===== src/rtl/xmas_pkg.sv =====
// Shared types and constants for the Christmas light sequencer.
// The LFSR is only used when XMAS_SPARKLE_EN is defined.
package xmas_pkg;

    typedef enum logic [1:0] {
        BLINK    = 2'b00,
        CHASE    = 2'b01,
        PINGPONG = 2'b10,
        SPARKLE  = 2'b11
    } mode_t;

    localparam logic [15:0] LFSR_SEED = 16'hACE1;
    // Right-shift Fibonacci form of x^16 + x^14 + x^13 + x^11 + 1.
    localparam logic [15:0] LFSR_TAPS = 16'h002D;

    function automatic logic [15:0] lfsr_next(input logic [15:0] s);
        return {^(s & LFSR_TAPS), s[15:1]};
    endfunction

endpackage


===== src/rtl/xmas_tick_prescaler.sv =====
// Pattern-step prescaler: counts 0..TICK_DIV-1 while enabled.
// It pulses tick combinationally on the last count of each period.
module xmas_tick_prescaler #(
    parameter int TICK_DIV = 4
) (
    input  logic clk,
    input  logic reset,
    input  logic en,
    output logic tick
);

    localparam int CW = (TICK_DIV > 1) ? $clog2(TICK_DIV) : 1;
    localparam logic [CW-1:0] LAST = CW'(TICK_DIV - 1);

    logic [CW-1:0] cnt;

    assign tick = en && (cnt == LAST);

    always_ff @(posedge clk) begin
        if (reset) begin
            cnt <= '0;
        end else if (en) begin
            cnt <= (cnt == LAST) ? '0 : cnt + 1'b1;
        end
    end

endmodule


===== src/rtl/xmas_light_seq.sv =====
// N-lamp animation sequencer (blink / chase / ping-pong / sparkle).
// Define XMAS_SPARKLE_EN to build the LFSR sparkle mode; otherwise mode 11 acts as BLINK.
module xmas_light_seq
    import xmas_pkg::*;
#(
    parameter int N_LIGHTS = 4,
    parameter int TICK_DIV = 4
) (
    input  logic                clk,
    input  logic                reset,
    input  logic                en,
    input  logic [1:0]          mode,
    output logic [N_LIGHTS-1:0] lights,
    output logic                step,
    output logic [1:0]          mode_act
);

    localparam logic [N_LIGHTS-1:0] ONE = {{(N_LIGHTS-1){1'b0}}, 1'b1};

    logic                tick;
    mode_t               mode_q, mode_d, req;
    logic [N_LIGHTS-1:0] lights_d;
    logic                phase_q, phase_d;
    logic                dir_up_q, dir_up_d;
`ifdef XMAS_SPARKLE_EN
    logic [15:0]         lfsr_q, lfsr_d;
`endif

    xmas_tick_prescaler #(.TICK_DIV(TICK_DIV)) u_prescaler (
        .clk   (clk),
        .reset (reset),
        .en    (en),
        .tick  (tick)
    );

    assign mode_act = mode_q;

    always_comb begin
        mode_d   = mode_q;
        lights_d = lights;
        phase_d  = phase_q;
        dir_up_d = dir_up_q;
        req      = mode_t'(mode);
`ifdef XMAS_SPARKLE_EN
        lfsr_d   = lfsr_q;
`else
        if (req == SPARKLE) req = BLINK;
`endif
        if (tick) begin
`ifdef XMAS_SPARKLE_EN
            lfsr_d = lfsr_next(lfsr_q);
`endif
            if (req != mode_q) begin
                // A mode change loads the new mode's starting frame instead of advancing.
                mode_d = req;
                case (req)
                    BLINK: begin
                        lights_d = '1;
                        phase_d  = 1'b1;
                    end
                    CHASE:    lights_d = ONE;
                    PINGPONG: begin
                        lights_d = ONE;
                        dir_up_d = 1'b1;
                    end
                    SPARKLE: begin
`ifdef XMAS_SPARKLE_EN
                        lights_d = lfsr_q[N_LIGHTS-1:0];
`else
                        lights_d = '1;
`endif
                    end
                endcase
            end else begin
                case (mode_q)
                    BLINK: begin
                        phase_d  = ~phase_q;
                        lights_d = phase_q ? '0 : '1;
                    end
                    CHASE: lights_d = (lights == '0) ? ONE
                                                     : {lights[N_LIGHTS-2:0], lights[N_LIGHTS-1]};
                    PINGPONG: begin
                        if (lights == '0) begin
                            lights_d = ONE;
                            dir_up_d = 1'b1;
                        end else if (dir_up_q) begin
                            if (lights[N_LIGHTS-1]) begin
                                lights_d = lights >> 1;
                                dir_up_d = 1'b0;
                            end else begin
                                lights_d = lights << 1;
                            end
                        end else begin
                            if (lights[0]) begin
                                lights_d = lights << 1;
                                dir_up_d = 1'b1;
                            end else begin
                                lights_d = lights >> 1;
                            end
                        end
                    end
                    SPARKLE: begin
`ifdef XMAS_SPARKLE_EN
                        lights_d = lfsr_d[N_LIGHTS-1:0];
`else
                        lights_d = lights;
`endif
                    end
                endcase
            end
        end
    end

    always_ff @(posedge clk) begin
        if (reset) begin
            lights   <= '0;
            step     <= 1'b0;
            mode_q   <= BLINK;
            phase_q  <= 1'b0;
            dir_up_q <= 1'b1;
`ifdef XMAS_SPARKLE_EN
            lfsr_q   <= LFSR_SEED;
`endif
        end else begin
            lights   <= lights_d;
            step     <= tick;
            mode_q   <= mode_d;
            phase_q  <= phase_d;
            dir_up_q <= dir_up_d;
`ifdef XMAS_SPARKLE_EN
            lfsr_q   <= lfsr_d;
`endif
        end
    end

endmodule


===== config.mk =====
export PLATFORM = sky130hd
export DESIGN_NAME = xmas_light_seq
export DESIGN_NICKNAME = d
export VERILOG_FILES = /design/src/rtl/xmas_pkg.sv /design/src/rtl/xmas_tick_prescaler.sv /design/src/rtl/xmas_light_seq.sv
export SDC_FILE = /design/constraint.sdc
export NUM_CORES = 1
export LEC_CHECK = 0
export BUFFER_PORTS_ARGS = -buffer_cell sky130_fd_sc_hd__buf_2
export CAP_MARGIN = 20
export CORE_UTILIZATION = 33
export CTS_CLUSTER_SIZE = 28
export DETAILED_ROUTE_END_ITERATION = 16
export SYNTH_ARGS = -nofsm -noshare
export SYNTH_HDL_FRONTEND = slang
export SYNTH_SLANG_ARGS = --single-unit

===== constraint.sdc =====
create_clock -name clk -period 1.79 [get_ports clk]
set_input_delay 0.2685 -clock clk [delete_from_list [all_inputs] [get_ports clk]]
set_output_delay 0.2685 -clock clk [all_outputs]
set_load 0.05 [all_outputs]

==> results.json <==
{
  "drc": 0,
  "dpl-instance-area_sq_um": 857.1,
  "final-setup-viol-count": 0,
  "syn_to_final_growth_pct": 13.88,
  "synth-edff-count": 0,
  "detailedRoute.firstPassIterationCount": 4,
  "antenna_cells_inserted": 0,
  "fin_tns_setup_ns": 0,
  "placed_cells": 129,
  "power.density_cell_area_nw_per_um2": 551.2,
  "wire_per_inst_um": 12.74,
  "p_leak_nw": 0.3802,
  "mappedNetlistArea_sq_um": 784.5,
  "synthesis.nets": 107,
  "drv_slew": 0,
  "critical_path_required_ns": 2.00,
  "slew_headroom_pct": 74.85,
  "vias": 697,
  "cp_data_arrival_time_ns": 1.89,
  "hpwl_um": 1252,
  "cts-hold-fix-buffers": 0,
  "num-fill-cells": 239,
  "cts_tree": "yes",
  "final_period_minus_worst_setup_slack_ns": 1.681,
  "synth-async-reset-ratio_pct": 0,
  "chipWidth_um": 50.76,
  "number_of_clock_buffers_inserted_by_tritoncts": 3,
  "floorplan.core_area_sq_um": 2233,
  "highest_count_cells_in_the_layout_ignoring_fill_and_taps": "11 x sky130_fd_sc_hd__buf_2, 9 x sky130_fd_sc_hd__nor2_1, 9 x sky130_fd_sc_hd__dfxtp_1",
  "clkLatencyLatePin_ns": 0.27,
  "status": "completed",
  "top_level_ports": 12,
  "synth-seq-area-share_pct": 28.07,
  "crit_path_max_fanout": 7,
  "postSynthAreaPerCell_sq_um": 8.258,
  "hold_ws_ns": 0.2984,
  "mostFrequentLayoutCell": "sky130_fd_sc_hd__buf_2",
  "gr-total-overflow": 0,
  "antenna_found_initial": 0,
  "postSynthRegisterBits": 11,
  "fin_worst_skew_ns": 0.002121,
  "grt_pass1_vias": 616,
  "drv_cap": 0,
  "clock_sink_count": 11,
  "floorplan.initialDensity_pct": 35.13,
  "post_route_cells_drive_above_1_share_pct": 21.90,
  "rsz0062_at_grt": "false",
  "critPathLaunchType": "flop",
  "worst-slew-pin-transition_ns": 0.3762,
  "timing.hold.worst.class": "primary input to flop",
  "detailedPlace.worstSlack_ns": 0.09144,
  "timing.fmax_mhz": 594.9,
  "fp.dieArea_sq_um": 2576,
  "root_buffer": "sky130_fd_sc_hd__clkbuf_4",
  "detail_route.iter0.violations": 7,
  "worst_ir_drop_vdd_v": 0.0004278,
  "global_route_wire_length_before_repair_um": 2663,
  "design_area_sq_um": 893.4,
  "end_kind": "flop",
  "route.detailed.vias_per_inst": 5.241,
  "gp_congestion": 0.8326,
  "post_synth_inst_count": 95,
  "post-cts-setup-buffer-count": 0,
  "max-clock-path-buffers": 2,
  "grt_max_degree": 13,
  "io_buffer_count": 11,
  "post_route_ant_nets": 0,
  "nNetsFinal": 118,
  "total_count_of_hold_check_failures_in_the_final_report": 0,
  "die-height_um": 50.76,
  "timing.final.crit_share_pct": 93.91,
  "crit_type": "flop to flop",
  "global_route.usage.total_pct": 14.11,
  "placementRows": 17,
  "worst_slack_ns": 0.1091,
  "routed_wl_um": 1694,
  "power_mw": 0.4924,
  "ys_types": 39,
  "finished_layout_cells": 133,
  "yosys_warnings": 0,
  "clock_pin_slew_of_the_registers_on_the_worst_case_setup_and_hold_paths_ns": 0.07,
  "postLayoutCoreUtil_pct": 40.00,
  "ys_dominant_reg_cell": "sky130_fd_sc_hd__dfxtp_1",
  "ctsHtreeMaxLevel": 1
}
## area by class of cell
| cell class | count | area, sq um | share of cell area [%] |
|---|---|---|---|
| Sequential cell | 11 | 227.7 | 25.49 |
| Clock buffer | 4 | 26.28 | 2.941 |
| Inverter | 6 | 22.52 | 2.521 |
| Timing Repair Buffer | 12 | 62.56 | 7.003 |
| Tap cell | 28 | 35.03 | 3.922 |
| Multi-Input combinational cell | 72 | 519.2 | 58.12 |
## routing by layer
metal	part of all wire (%)	GRT usage [%]
met1	49	17.09
met2	47	22.89
met3	3.8	5.455
met4	0	4.167
met5	0	0
## cells in the mapped netlist, types with 2 or more instances
cell type,n,area share [%]
sky130_fd_sc_hd__xnor2_1,2,2.2
sky130_fd_sc_hd__xor2_1,2,2.2
sky130_fd_sc_hd__nor2_1,10,4.8
sky130_fd_sc_hd__o21ai_1,2,1.3
sky130_fd_sc_hd__inv_1,6,2.9
sky130_fd_sc_hd__a211oi_1,2,1.9
sky130_fd_sc_hd__mux2i_1,2,2.6
sky130_fd_sc_hd__and3_1,2,1.6
sky130_fd_sc_hd__a21oi_1,3,1.9
sky130_fd_sc_hd__ha_1,7,11
sky130_fd_sc_hd__a31oi_1,2,1.6
sky130_fd_sc_hd__o211ai_1,2,1.9
sky130_fd_sc_hd__and2_1,2,1.6
sky130_fd_sc_hd__nor3_1,2,1.3
sky130_fd_sc_hd__o21ai_0,6,3.8
sky130_fd_sc_hd__nand2_1,6,2.9
sky130_fd_sc_hd__a21o_1,2,1.9
sky130_fd_sc_hd__dfxtp_1,11,28
sky130_fd_sc_hd__clkbuf_1,4,1.9
## final timing paths
check                                   from                         endpoint  slack [ns]  cells after the start
max                 mode_act[1]$_SDFFE_PP0P_           lights[2]$_SDFFE_PP0P_        0.11                      6
min                                    reset         mode_act[0]$_SDFFE_PP0P_        0.30                      2
max reg2reg         mode_act[1]$_SDFFE_PP0P_           lights[2]$_SDFFE_PP0P_        0.11                      6
min reg2reg  u_prescaler.cnt[1]$_SDFFE_PP0P_  u_prescaler.cnt[1]$_SDFFE_PP0P_        0.50                      2
## worst max-delay path, cell delays in order, from the launching register on
cell and delay [ns]:
sky130_fd_sc_hd__dfxtp_4 0.39, sky130_fd_sc_hd__inv_1 0.07, sky130_fd_sc_hd__ha_2 0.38, sky130_fd_sc_hd__and2_1 0.15, sky130_fd_sc_hd__o221ai_1 0.11, sky130_fd_sc_hd__a2111o_1 0.40, sky130_fd_sc_hd__a21oi_2 0.12
## power breakdown
part / switching, mW / leakage, nW / internal [mW] / total (mW)
logic: 0.0390 / 0.274 / 0.0270 / 0.0660
registers: 0.00737 / 0.0907 / 0.248 / 0.256
clock network: 0.0846 / 0.0150 / 0.0863 / 0.171
## kinds of logic (layout without fill, tap and decap cells)
family | Yosys count | in the layout | share of synthesized area (%)
and+or+nand+nor | 29 | 29 | 19.46
buffers and inverters | 12 | 22 | 6.379
xor gates and xnor gates | 4 | 4 | 4.467
adders and majority gates | 7 | 7 | 11.16
DFF | 11 | 11 | 28.07
muxes | 3 | 3 | 3.987
AOI/OAI and AO/OA | 29 | 29 | 26.47
## what timing repair did
action                                 CTS  global route
endpoints found under the hold margin    0             0
setup endpoints to repair                0             1
resized for setup                        0             4
## registers in the layout, indices dropped and copies added (netlist names)
| register | flops |
|---|---|
| lights | 4 |
| mode_act | 2 |
| u_prescaler.cnt | 2 |
| dir_up_q | 1 |
| phase_q | 1 |
| step | 1 |
(Power assumes the default switching activity.)
